[src/rtl/encode_control_signal.sv]
// Sequential encoder for the 4-bit enable/lock control word, with a settle hold-off after each change.
// Optional rejected-request counter enabled by defining ENCODE_CTRL_ERR_CNT_EN.
module encode_control_signal #(
  parameter int unsigned SETTLE_CYCLES = 4
) (
  input  logic       clk,
  input  logic       rst_n,
  input  logic       req_valid,
  input  logic [1:0] req_cmd,
  output logic       req_ready,
  output logic [3:0] control_signal,
  output logic       ack,
  output logic       err,
  output logic       locked,
  output logic [7:0] err_count
);

  typedef enum logic [1:0] {IDLE, SETTLE, LOCKED} state_e;

  localparam logic [3:0] WORD_EN     = 4'b0001;
  localparam logic [3:0] WORD_DIS    = 4'b0010;
  localparam logic [3:0] WORD_LOCK   = 4'b0011;
  localparam logic [7:0] SETTLE_LOAD = 8'(SETTLE_CYCLES);

  state_e     state_q, state_d;
  logic [3:0] word_q, word_d;
  logic [7:0] cnt_q, cnt_d;
  logic       ack_q, ack_d;
  logic       err_q, err_d;
  logic [3:0] target;
  logic       accept;

  assign req_ready      = (state_q != SETTLE);
  assign locked         = (state_q == LOCKED);
  assign control_signal = word_q;
  assign ack            = ack_q;
  assign err            = err_q;
  assign accept         = req_valid && req_ready;

  always_comb begin
    // NOTE: every always_comb output gets a default first so no path can infer a latch.
    target = word_q;
    unique case (req_cmd)
      2'b01:   target = WORD_EN;
      2'b10:   target = WORD_DIS;
      2'b11:   target = WORD_LOCK;
      default: target = word_q;
    endcase
  end

  always_comb begin
    state_d = state_q;
    word_d  = word_q;
    cnt_d   = cnt_q;
    ack_d   = 1'b0;
    err_d   = 1'b0;
    unique case (state_q)
      IDLE: begin
        if (accept) begin
          if (target == word_q) begin
            ack_d = 1'b1;
          end else begin
            word_d  = target;
            cnt_d   = SETTLE_LOAD;
            state_d = SETTLE;
          end
        end
      end
      SETTLE: begin
        // Counter holds the number of SETTLE cycles still to run, including this one.
        if (cnt_q <= 8'd1) begin
          cnt_d   = 8'd0;
          ack_d   = 1'b1;
          state_d = (word_q == WORD_LOCK) ? LOCKED : IDLE;
        end else begin
          cnt_d = cnt_q - 8'd1;
        end
      end
      LOCKED: begin
        if (accept) begin
          if (req_cmd == 2'b00) ack_d = 1'b1;
          else                  err_d = 1'b1;
        end
      end
      default: state_d = IDLE;
    endcase
  end

  // NOTE: sequential state uses non-blocking assignments so all flops update together at the edge.
  always_ff @(posedge clk or negedge rst_n) begin
    if (!rst_n) begin
      state_q <= IDLE;
      word_q  <= WORD_DIS;
      cnt_q   <= 8'd0;
      ack_q   <= 1'b0;
      err_q   <= 1'b0;
    end else begin
      state_q <= state_d;
      word_q  <= word_d;
      cnt_q   <= cnt_d;
      ack_q   <= ack_d;
      err_q   <= err_d;
    end
  end

`ifdef ENCODE_CTRL_ERR_CNT_EN
  logic [7:0] err_cnt_q, err_cnt_d;

  // Count advances together with the err pulse and saturates at 8'hFF.
  always_comb begin
    err_cnt_d = err_cnt_q;
    if (err_d && (err_cnt_q != 8'hFF)) err_cnt_d = err_cnt_q + 8'd1;
  end

  always_ff @(posedge clk or negedge rst_n) begin
    if (!rst_n) err_cnt_q <= 8'd0;
    else        err_cnt_q <= err_cnt_d;
  end

  assign err_count = err_cnt_q;
`else
  assign err_count = 8'h00;
`endif

endmodule

[config.mk]
export PLATFORM = sky130hd
export DESIGN_NAME = encode_control_signal
export DESIGN_NICKNAME = d
export VERILOG_FILES = /design/src/rtl/encode_control_signal.sv
export SDC_FILE = /design/constraint.sdc
export NUM_CORES = 1
export LEC_CHECK = 0
export ABC_AREA = 0
export BUFFER_PORTS_ARGS = -buffer_cell sky130_fd_sc_hd__clkbuf_2
export CAP_MARGIN = 20
export CORE_AREA = 3 3 48 50
export CTS_CLUSTER_SIZE = 25
export DETAILED_ROUTE_END_ITERATION = 12
export DIE_AREA = 0 0 51 53
export GPL_ROUTABILITY_DRIVEN = 1
export PLACE_DENSITY_LB_ADDON = 0.2
export SLEW_MARGIN = 20
export SYNTH_ARGS = -nofsm -noshare
export SYNTH_HDL_FRONTEND = slang
export SYNTH_SLANG_ARGS = --single-unit
[constraint.sdc]
create_clock -name clk -period 1.9 [get_ports clk]
set_input_delay 0.19 -clock clk [delete_from_list [all_inputs] [get_ports clk]]
set_output_delay 0.19 -clock clk [all_outputs]
set_load 0.1 [all_outputs]
# --- Word-level counts from Yosys, hierarchy flattened ---
# Cells that the tools add are included.
totals:
  elab_cells: 46
  register_bits: 16
  out_inout_bits: 16
classes:
  addsub: 1
  bitwise_logic: 2
  order_cmp: 1
  eq_ne: 11
  n_mux: 19
  n_reduce_logical: 7
op_table:
  columns: ["cell", "count"]
  rows:
  - ["2-to-1 mux 8 bit", 3]
  - ["case mux 8 bit (2 select lines)", 1]
  - ["case mux 4 bit (3 select lines)", 1]
  - ["<= comparator 8 x 1 -> 1 bit, second input constant", 1]
  - ["2-to-1 mux 1 bit", 8]
  - ["2-to-1 mux 2 bit", 4]
  - ["subtractor 8 x 1 -> 8 bit, second input constant", 1]
  - ["equality test 2 bit, second input constant", 3]
  - ["inequality test 2 bit, second input constant", 3]
  - ["case mux 2 bit (3 select lines)", 1]
  - ["AND reduction 3 bit", 2]
  - ["equality test 2 x 1 -> 1 bit, second input constant", 2]
  - ["equality test 4 x 2 -> 1 bit, second input constant", 1]
  - ["equality test 4 bit", 1]
  - ["logical NOT 2 bit", 2]
  - ["AND reduction 4 bit", 1]
  - ["case mux 1 bit (3 select lines)", 1]
  - ["inequality test 2 x 1 -> 1 bit, second input constant", 1]
  - ["inverter 1 bit", 2]
  - ["nonzero test 2 bit", 1]
  - ["logical AND 1 bit", 1]

# --- Logic depth before layout (Yosys ltp) ---
depth:
  word_depth: 6
  mapped_depth: 6

# --- Least setup slack after synthesis ---
# Ideal clock, no wire load.
synth_path:
  path_kind: "register -> register"
  startpoint: "register state_q[0]"
  endpoint: "register err_q, in the netlist err"
  path_slack_ns: -0.369
  path_stages_with_launch: 4
  n_path_buf: 0
  required_ns: 1.834
  arrival_time_ns: 2.204
  period_less_slack_ns: 2.269
  path_cell_list: "dfrtp_1 nor2b_1 o21a_1 and2_1"
synth_rtl:
  columns: ["element", "line_no", "rtl"]
  rows:
  - ["start, declared", "25", "state_e state_q, state_d;"]
  - ["start signal, assigned", "98", "state_q <= state_d;"]
  - ["equality test 2 bit", null, null]
  - ["via locked", "14", "output logic locked,"]
  - ["2-to-1 mux 1 bit", "57", "unique case (state_q)"]
  - ["via err_d", "29", "logic err_q, err_d;"]
  - ["end signal, assigned", "102", "err_q <= err_d;"]
  - ["end, declared", "29", null]
# The timed path passes the listed nets, and every way through them passes these cells.
# A chain may end at the register's enable or synchronous reset.

# --- Worst setup path after layout ---
layout_path:
  startpoint: "register cnt_q[0]"
  endpoint: "register cnt_q[2]"
layout_between:
  elab_chain_len: 3
layout_lines:
  columns: ["element", "line_no", "rtl"]
  rows:
  - ["start, declared", "27", "logic [7:0] cnt_q, cnt_d;"]
  - ["start signal, assigned", "100", "cnt_q <= cnt_d;"]
  - ["subtractor 8 x 1 -> 8 bit / <= comparator 8 x 1 -> 1 bit (equally long branches)", "76, 71", null]
  - ["2-to-1 mux 8 bit (*)", "71", "if (cnt_q <= 8'd1) begin"]
  - ["case mux 8 bit (2 select lines) (*)", "57", null]
# Mark *: on every way between the ends. The rest lies on a longest branch, timed or not.

==> results.ini <==
[placed_design]
pre_cts_ws_ns = 0.0232
numPortBuffers = 12
gp_congestion = 0.781
hpwlAfterDp_mm = 1.45
place_inst = 131
postPlaceCellArea_um2 = 1020

[route]
drt_iter0_drc = 19
avgViaCountPerCell = 5.42
drc = 0
via_count = 737
ant_nets = 0
wl_mm = 1.98
routedWlPerCell_um = 14.5
drtPass1Iterations = 4

[logic_synthesis]
avgSynthCellArea_um2 = 10.3
ys_async_sr_fraction = 1.00
synth_cells = 90
ys_seq_area_frac = 0.434
ys.flop_type = dfrtp_1
ys_ff_latch = 16
synthTopCellsByCount = dfrtp_1, buf_4, nand2_1
synth_top_cells_by_area = dfrtp_1, buf_4, nand2_1
synth_top_cell_area_share = 0.406
synth_edf_count = 0
yosysMostFrequentCell = dfrtp_1
ys_types = 40
syn-cell-area_um2 = 925
synth_top_area_cell = dfrtp_1
yosys_warnings = 0

[power]
pwr-share-clk = 0.119
powerDensity_nw_per_um2 = 1800
power_mw = 1.95
p_comb_frac = 0.568
p_seq_frac = 0.313
swShare = 0.505
intPower_uw = 968
peakVddDrop_v = 0.00110
p_sw_uw = 987
leakagePower_nw = 0.524

[global_route]
gr-usage-all-layers = 0.169
grt_max_degree = 17
antenna_found_initial = 0
grt_pass1_wl_mm = 3.33
overflow = 0
grt_pass1_vias = 730

[clock_tree]
cts_sinks = 16
clockBufferDepth = 2
clock_latency_ns = 0.29
cts_tree = yes
post_cts_buffers = 0
clk_pin_slew_ns = 0.10
cts-root-buf = clkbuf_4
cts_max_level = 1
cts_buffers = 3

[sta]
setup_viol = 0
tns_ns = 0
finalClockSkew_ns = 0.000867
fin_crit_sh = 0.930
slew_violations = 0
timing.fmax_mhz = 566
whs_ns = 0.129
hold_violations = 0
slew_headroom = 0.640
period_needed_ns = 1.77
setup_slack_ns = 0.133
tightest_slew_ns = 0.542
rsz0062_at_grt = no

[run]
drv_cap = 0

[min_path]
hold_path_class = input pin to register

[finish]
regArea_um2 = 405
instances_no_fill = 136
multi_input_area_um2 = 489
post-route-cell-area_um2 = 1090
final_nets = 117
drive_gt1_frac = 0.330
num_antenna_cells = 0
utilization = 0.559
area_growth_pct = 17.5
final.fill_count = 173

[floorplan]
rows = 16
die_w_um = 51
core-area_um2 = 1940
die_area_um2 = 2700
io_pins = 21
die_h_um = 53
initial_utilization = 0.476

[worst_setup_path]
worstPathBufferInverterCount = 1
slowest_delay_ns = 0.43
end_kind = register
cp_top_family = simple AND/OR/NAND/NOR gates
critPathKind = register to register
crit_fanout = 5
cp_data_arrival_time_ns = 1.96
path_cells = inv_1 -> ha_4 -> nor2_1 -> or3_4 -> or3_1 -> o211a_1
slowest_stage = dfrtp_1
cp-start-kind = register
crit_required_ns = 2.09

[run_status]
status = finished, final reports clean

## routing by layer
layer	vias up	GRT usage	share of wire
li1	349	-	-
met1	366	0.199	0.42
met2	17	0.300	0.53
met3	5	0.0254	0.036
met4	0	0.0807	0.016
met5	-	0	0
## cell type report
cell class,instances,share of cell area
multi-input cells,67,0.450
flip-flops and latches,16,0.373
repair buffers,17,0.0945
clock buffers,4,0.0334
well taps,27,0.0311
inverters,5,0.0173
## cells in the final DEF (no fill, tap or decap), drive strengths merged, types with 3 or more instances in the layout
cell type | netlist | final
a21oi | 4 | 4
buf | 9 | 5
clkbuf | 0 | 15
conb | 1 | 8
dfrtp | 15 | 15
inv | 5 | 5
nand2 | 9 | 9
nor2 | 6 | 6
nor2b | 4 | 4
nor3 | 3 | 3
o41ai | 3 | 3
## worst register-to-register path, cell delays in order (launching register included)
cell     delay, ns
dfrtp_1       0.43
inv_1         0.11
ha_4          0.16
nor2_1        0.08
or3_4         0.36
or3_1         0.40
o211a_1       0.13
## final timing paths
check / start / to / slack, ns / cells past startpoint
max: cnt_q[0]$_DFFE_PN0P_ / cnt_q[2]$_DFFE_PN0P_ / 0.13 / 6
min: req_valid / err$_DFF_PN0_ / 0.13 / 2
max reg2reg: cnt_q[0]$_DFFE_PN0P_ / cnt_q[2]$_DFFE_PN0P_ / 0.13 / 6
min reg2reg: control_signal[1]$_DFFE_PN1P_ / control_signal[1]$_DFFE_PN1P_ / 0.51 / 2
max in group asynchronous: rst_n / control_signal[1]$_DFFE_PN1P_ / 1.22 / 2
min in group asynchronous: rst_n / cnt_q[6]$_DFFE_PN0P_ / 0.35 / 2
## state kept, by name, summed over array words and instances, names as in the netlist
signal,cells
err,1
control_signal,4
ack,1
cnt_q,8
state_q,2
## cells by family (layout without fill, tap and decap cells)
kind of cell	Yosys count	count (layout)	synth area share
xor+xnor	1	1	0.00947
compound gates	19	19	0.202
other cells	1	8	0.00406
fa+ha+maj	2	2	0.0271
flops	16	16	0.434
simple gates	37	37	0.230
buf+inv	14	26	0.0934
## power groups by stage
stage          sequential [mW]  combinational (mW)  clock, mW
6_report                 0.612                1.11      0.232
5_1_grt                  0.633                1.19      0.254
3_3_place_gp             0.601                1.04          0
3_5_place_dp             0.612                1.06          0
2_1_floorplan            0.794               0.656          0
4_1_cts                  0.609                1.06      0.239
## timing repair
action                                 CTS  global route
resized for setup                        0             4
endpoints found under the hold margin   15             0
hold buffers                             1             0
setup endpoints to repair                0             5
No activity file was read; power rests on OpenSTA's default activity.
